===== config.mk =====
export PLATFORM = sky130hd
export DESIGN_NAME = ysyx_22050019_clint
export DESIGN_NICKNAME = d
export VERILOG_FILES = /design/src/rtl/ysyx_22050019_clint_pkg.sv /design/src/rtl/ysyx_22050019_clint_tick.sv /design/src/rtl/ysyx_22050019_clint.sv
export SDC_FILE = /design/constraint.sdc
export NUM_CORES = 1
export LEC_CHECK = 0
export BUFFER_PORTS_ARGS = -buffer_cell sky130_fd_sc_hd__buf_2
export CAP_MARGIN = 20
export CORE_ASPECT_RATIO = 1.5
export CORE_MARGIN = 1.5
export CORE_UTILIZATION = 35
export CTS_CLUSTER_DIAMETER = 30
export CTS_CLUSTER_SIZE = 8
export DETAILED_ROUTE_END_ITERATION = 16
export HOLD_SLACK_MARGIN = 0.03
export PLACE_DENSITY = 0.64
export SLEW_MARGIN = 10
export SYNTH_ARGS = -nofsm -noshare
export SYNTH_HDL_FRONTEND = slang
export SYNTH_SLANG_ARGS = --single-unit

===== constraint.sdc =====
create_clock -name clk -period 7.6 [get_ports clk]
set_clock_uncertainty 0.2 [all_clocks]
set_input_delay 1.14 -clock clk [delete_from_list [all_inputs] [get_ports clk]]
set_output_delay 1.14 -clock clk [all_outputs]
set_load 0.05 [all_outputs]

===== src/rtl/ysyx_22050019_clint_pkg.sv =====
// ysyx_22050019_clint_pkg: CLINT register offsets, FSM encoding and byte-lane merge helper.
package ysyx_22050019_clint_pkg;

    localparam logic [15:0] CLINT_MSIP     = 16'h0000;
    localparam logic [15:0] CLINT_MTIMECMP = 16'h4000;
    localparam logic [15:0] CLINT_MTIME    = 16'hBFF8;

    typedef enum logic {
        CLINT_IDLE = 1'b0,
        CLINT_RESP = 1'b1
    } clint_state_e;

    function automatic logic [63:0] wmerge(input logic [63:0] old, input logic [63:0] wdata,
                                           input logic [7:0] mask);
        logic [63:0] m;
        for (int i = 0; i < 8; i++) m[8*i +: 8] = {8{mask[i]}};
        return (old & ~m) | (wdata & m);
    endfunction

endpackage


===== src/rtl/ysyx_22050019_clint_tick.sv =====
// ysyx_22050019_clint_tick: prescaler emitting a one-cycle pulse every TICK_DIV clocks.
module ysyx_22050019_clint_tick #(
    parameter int TICK_DIV = 2
) (
    input  logic clk,
    input  logic rst_n,
    output logic tick_o
);

    logic [7:0] cnt_q;

    assign tick_o = cnt_q == 8'(TICK_DIV - 1);

    always_ff @(posedge clk or posedge rst_n) begin
        if (rst_n) cnt_q <= '0;
        else cnt_q <= tick_o ? '0 : cnt_q + 8'd1;
    end

endmodule


===== src/rtl/ysyx_22050019_clint.sv =====
// ysyx_22050019_clint: core-local interruptor with mtime/mtimecmp/msip behind a valid/ready port.
import ysyx_22050019_clint_pkg::*;

module ysyx_22050019_clint #(
    parameter int TICK_DIV = 2,
    parameter int ADDR_W   = 16
) (
    input  logic              clk,
    input  logic              rst_n,
    input  logic              req_valid,
    output logic              req_ready,
    input  logic              req_wen,
    input  logic [ADDR_W-1:0] req_addr,
    input  logic [63:0]       req_wdata,
    input  logic [7:0]        req_wmask,
    output logic              resp_valid,
    input  logic              resp_ready,
    output logic [63:0]       resp_rdata,
    output logic              resp_err,
    output logic              mtip,
    output logic              msip
);

    clint_state_e      state_q, state_d;
    logic [63:0]       mtime_q, mtime_d, mtimecmp_q, mtimecmp_d, rdata_q, rdata_d, rd;
    logic              msip_q, msip_d, err_q, err_d, mtip_q;
    logic              tick, acc, wr, sel_msip, sel_cmp, sel_mtime, hit;
    logic [ADDR_W-1:0] offs;

    ysyx_22050019_clint_tick #(.TICK_DIV(TICK_DIV)) u_tick (
        .clk    (clk),
        .rst_n  (rst_n),
        .tick_o (tick)
    );

    assign offs      = req_addr & ~ADDR_W'(7);
    assign sel_msip  = offs == ADDR_W'(CLINT_MSIP);
    assign sel_cmp   = offs == ADDR_W'(CLINT_MTIMECMP);
    assign sel_mtime = offs == ADDR_W'(CLINT_MTIME);
    assign hit       = sel_msip | sel_cmp | sel_mtime;
    assign acc       = state_q == CLINT_IDLE && req_valid;
    assign wr        = acc && req_wen;

    // A write to MTIME overrides a coincident tick; the prescaler keeps running regardless.
    assign mtime_d    = wr && sel_mtime ? wmerge(mtime_q, req_wdata, req_wmask) : mtime_q + 64'(tick);
    assign mtimecmp_d = wr && sel_cmp ? wmerge(mtimecmp_q, req_wdata, req_wmask) : mtimecmp_q;
    assign msip_d     = wr && sel_msip && req_wmask[0] ? req_wdata[0] : msip_q;
    assign rd         = sel_msip ? {63'b0, msip_q} : sel_cmp ? mtimecmp_q : sel_mtime ? mtime_q : '0;
    assign rdata_d    = acc ? (req_wen ? '0 : rd) : rdata_q;
    assign err_d      = acc ? ~hit : err_q;
    assign state_d    = acc ? CLINT_RESP : (state_q == CLINT_RESP && resp_ready) ? CLINT_IDLE : state_q;

    always_ff @(posedge clk or posedge rst_n) begin
        if (rst_n) begin
            state_q    <= CLINT_IDLE;
            mtime_q    <= '0;
            mtimecmp_q <= '1;
            msip_q     <= 1'b0;
            rdata_q    <= '0;
            err_q      <= 1'b0;
            mtip_q     <= 1'b0;
        end else begin
            state_q    <= state_d;
            mtime_q    <= mtime_d;
            mtimecmp_q <= mtimecmp_d;
            msip_q     <= msip_d;
            rdata_q    <= rdata_d;
            err_q      <= err_d;
            mtip_q     <= mtime_q >= mtimecmp_q;
        end
    end

    assign req_ready  = state_q == CLINT_IDLE;
    assign resp_valid = state_q == CLINT_RESP;
    assign resp_rdata = rdata_q;
    assign resp_err   = err_q;
    assign mtip       = mtip_q;
    assign msip       = msip_q;

endmodule


## Yosys cells after proc, flatten, opt, wreduce, memory -nomap -nowiden

Cells that the tools add are included.

| storage, ports and cells | value |
|---|---|
| register bits | 204 |
| output and inout port bits | 69 |
| word-level logic and storage cells | 41 |

| operators by class | value |
|---|---|
| add/sub/neg operators | 2 |
| order comparisons | 1 |
| equality and inequality tests | 3 |
| muxes and demuxes | 8 |
| bitwise logic cells | 10 |
| reduce and logical (&&, ||, !) cells | 9 |

Operator list:

| cell | number |
|---|---|
| $mux 64 | 5 |
| $and 64x64->64 | 3 |
| $or 64x64->64 | 2 |
| $add 64x1->64 | 1 |
| $ge 64x64->1 | 1 |
| $not 64->64 | 1 |
| $logic_not 16->1 | 1 |
| $eq 13x12->1 const B | 1 |
| $eq 13x13->1 const B | 1 |
| $add 8x1->8 const B | 1 |
| $eq 8x1->1 const B | 1 |
| $mux 8 | 1 |
| $logic_and 1x1->1 | 7 |
| $mux 1 | 2 |
| $not 1->1 | 2 |
| $or 1x1->1 | 2 |
| $reduce_bool 2->1 | 1 |

## Longest topological paths before layout

| logic depth | value |
|---|---|
| depth after elaboration | 5 |
| mapped depth | 12 |
| gate-level depth less buffers | 11 |

## Cells and area by module

From an unflattened synthesis, not the netlist that was laid out.

| second synthesis, totals | value |
|---|---|
| cell total of the unflattened synthesis | 1198 |
| area total of the unflattened synthesis | 11513.5 µm² |

By module, submodules not included:

| module | instances | cells an instance | area an instance (µm²) | seq. area each (µm²) |
|---|---|---|---|---|
| ysyx_22050019_clint | 1 | 1168 | 11143.2 | 4984.8 |
| ysyx_22050019_clint_tick | 1 | 30 | 370.4 | 200.2 |

## Worst setup path before layout

No wires, ideal clock.

| timing | value |
|---|---|
| path kind | input port to flip-flop |
| from | in req_addr[14] |
| to | reg (tool-made name) |
| library setup time | 0.123 ns |
| arrival time | 2.794 ns |
| required time | 7.277 ns |
| path slack | 4.483 ns |
| cell stages on the path | 8 |
| cells stage by stage | nand4b_1 > or4_1 > clkbuf_1 > nor2_1 > buf_4 > buf_4 > nand2_1 > o221a_2 |

RTL lines:

| what | line | text |
|---|---|---|
| start: declaration | ysyx_22050019_clint.sv:13 | `input logic [ADDR_W-1:0] req_addr,` |

==> summary.md <==
| Metric | Value |
|---|---|
| Met2 routed WL | `17,500 um` |
| Syn. warnings | `0` |
| Required @ worst endpoint | `7.83 ns` |
| HP Class | `register to register` |
| Most frequent cell after synthesis | `dfrtp_1` |
| Total GRT Usage | `20.1%` |
| Die Area | `33,600 um2` |
| Top-area cell type share of the netlist area | `30.8%` |
| Total number of vias | `9,804` |
| Grt total ovfl | `0` |
| FP Rows | `80` |
| Setup crit end kind | `register` |
| Synth Cell Area | `11,400 um2` |
| Leakage | `5.95 nW` |
| DP Area | `12,600 um2` |
| Flops & latches, synth | `204` |
| Nets | `1,493` |
| Synth unique cells | `72` |
| Gate power share | `4.3%` |
| CP max stage delay | `0.72 ns` |
| Reported max-cap violation count | `0` |
| Sequential power share | `39.5%` |
| Hold buffers post-CTS | `0` |
| Starting density of the core | `35.7%` |
| Die Wd | `150 um` |
| Outcome | `complete, no violations` |
| Register area share after synthesis | `45.5%` |
| Top fanout value on the critical path | `37` |
| Core area | `31,900 um2` |
| Mapped Avg Cell Area | `9.68 um2` |
| Arrival time worst endpoint | `3.93 ns` |
| Wl on met1 | `12,900 um` |
| Slowest cell on the critical path | `and2_2` |
| Initial antenna violation count | `1` |
| DP Cell Count | `1,700` |
| Final Setup Violations | `0` |
| NetSw | `0.000652 W` |
| Post-DP HPWL | `23,300 um` |
| CP Cell Sequence | `buf_2 > nor4_1 > and3_1 > and2_2 > buf_4 > nand3_1 > mux2_2` |
| Layout cells sized above 1 | `29.1%` |
| Clock buffer depth | `3` |
| Die H | `224 um` |
| Uppermost routed layer | `met5` |
| FF-to-FF path depth | `8` |
| Per-cell routed wire length | `18.6 um` |
| Switching share of power | `23.3%` |
| Slew @ Worst Pin | `1.07 ns` |
| I/O pin count | `162` |
| Async S/R FF share, synth | `100%` |
| Worst Setup SP | `req_addr[11]` |
| Largest net degree at the start of global routing | `127` |
| Final hold vios | `0` |
| Internal Power | `0.00214 W` |
| Most common library cells after synthesis | `dfrtp_1, nand2_1, o21ai_0` |
| CTS tree | `built` |
| DR vias/cell | `5.53` |
| Clock network power share | `56.2%` |
| CTS Sinks | `204` |
| Ys flop type | `dfrtp_1` |
| Clk slew on worst S/H paths | `0.04 ns` |
| Cell depth of the worst min-delay path | `2` |
| Cell Count, Final, Fillers Out | `1,772` |
| Pwr dens | `203 nW/um2` |
| WL met3 | `1390 um` |
| Worst hold slack | `0.268 ns` |
| Mapped Cells | `1,176` |
| Slew Viols, Final | `0` |
| Setup TNS | `0 ns` |
| Ant diodes | `0` |
| PortBufs | `158` |
| Period minus WS final | `3.69 ns` |
| Drt total wl | `33,000 um` |
| Post-route setup slack | `3.91 ns` |
| Layout area overhead | `21.2%` |
| Clk root buf | `clkbuf_16` |
| DRC Markers | `0` |
| Post-route cell area | `13,800 um2` |
| Placer Congestion | `0.858` |
| Post-synth EDFFs | `0` |
| Biggest area consumer among synthesized cells | `dfrtp_1` |
| Max IR drop VDD | `0.000121 V` |
| Via count of the first global-routing pass | `9,918` |
| First-pass DRT Iterations | `5` |
| Placement Setup Slack | `3.40 ns` |
| Crit path kind | `primary input to register` |
| Dominant cells by area after synthesis | `dfrtp_1, dfstp_2, ha_1, mux2_2, a22oi_1` |
| Slew margin rel. | `26.9%` |
| Antenna Nets Post-Route | `0` |
| Postcts setup bufs | `0` |
| Crit path launch type | `primary input` |
| Wire length of the first global-routing pass | `53,000 um` |
| Mapped Nets | `1,337` |
| RSZ-0062 raised after global routing | `no` |
| Number of DRC markers in iteration 0 | `501` |
| PostCTS Resize Cnt | `0` |
| Max Fclk | `271 MHz` |
| H-tree lvl count | `2` |
| Hold path start | `resp_rdata[61]` |
| Worst-Skew Late Latency | `0.51 ns` |
| TritonCTS Buffers | `39` |
| Fin crit share | `48.6%` |
==> power groups by stage <==
stage	combinational, W	clock [W]	sequential [W]
after floorplan	0.0000501	0	0.00112
after global placement	0.000120	0	0.00112
after detailed placement	0.000123	0	0.00112
after CTS	0.000123	0.00160	0.00110
after global routing	0.000133	0.00166	0.00110
final	0.000120	0.00157	0.00110
==> placed cells by master, fill, tap and decap left out, types with 5 or more instances in the layout <==
| master | synthesis | final |
|---|---|---|
| buf_2 | 7 | 158 |
| dfrtp_1 | 140 | 140 |
| nand2_1 | 127 | 125 |
| o21ai_0 | 95 | 95 |
| inv_1 | 76 | 75 |
| a21oi_1 | 68 | 68 |
| ha_1 | 68 | 68 |
| nand3_1 | 66 | 66 |
| a22oi_1 | 65 | 65 |
| mux2_2 | 65 | 65 |
| dfstp_2 | 64 | 64 |
| nor2_1 | 53 | 52 |
| clkbuf_16 | 0 | 41 |
| and3_1 | 29 | 29 |
| nand4_1 | 27 | 27 |
| o221a_2 | 19 | 19 |
| clkbuf_1 | 35 | 16 |
| nor3_1 | 13 | 13 |
| o22ai_1 | 12 | 12 |
| o211ai_1 | 10 | 10 |
| buf_4 | 4 | 10 |
| and4_1 | 9 | 9 |
| a21o_1 | 9 | 9 |
| nor4_1 | 8 | 8 |
| a211oi_1 | 7 | 7 |
| o311ai_0 | 6 | 6 |
| clkinv_2 | 0 | 6 |
| a31oi_1 | 5 | 5 |
| xnor2_1 | 5 | 5 |
==> layout make-up <==
type	instances	area, um2
sequential	204	5180
multi-input combinational	841	5700
clock buffer	60	1130
timing repair buffer	170	906
tap	410	513
fill	3102	18100
clock inverter	11	70.1
inverter	76	293
==> logic make-up (layout without fill, tap and decap cells) <==
logic type / count (synthesis) / after routing / synth area share, %
compound gates: 327 / 327 / 18.8
xor+xnor: 6 / 6 / 0.462
fa+ha+maj: 68 / 68 / 7.47
buf+inv: 131 / 317 / 4.54
flops: 204 / 204 / 45.5
mux: 68 / 68 / 6.69
simple gates: 372 / 372 / 16.5
==> worst max-delay path: cells and delay by family <==
family	cells	cell delay, ns
multiplexers	1	0.41
buffers and inverters	2	0.64
AND/OR/NAND/NOR	4	1.70
==> worst paths after layout <==
check | to | slack (ns)
max reg2reg | mtip | 4.08
min in group asynchronous | resp_rdata[53] | 0.61
min reg2reg | resp_rdata[61] | 0.27
max | register | 3.91
min | resp_rdata[61] | 0.27
max in group asynchronous | asynchronous set/reset pin | 5.15
==> per-stage QoR <==
stage                     power [W]  util [%]
after floorplan             0.00117         -
after global placement      0.00124      39.3
after detailed placement    0.00124      39.4
after CTS                   0.00283      43.1
after global routing        0.00290      43.2
final                       0.00280      43.2
==> layer usage <==
metal  vias up  track usage [%]
li1       4677                -
met1      4782             23.2
met2       270             36.5
met3        73             2.91
met4         2             8.57
met5         -                0
(Power assumes the default switching activity.)
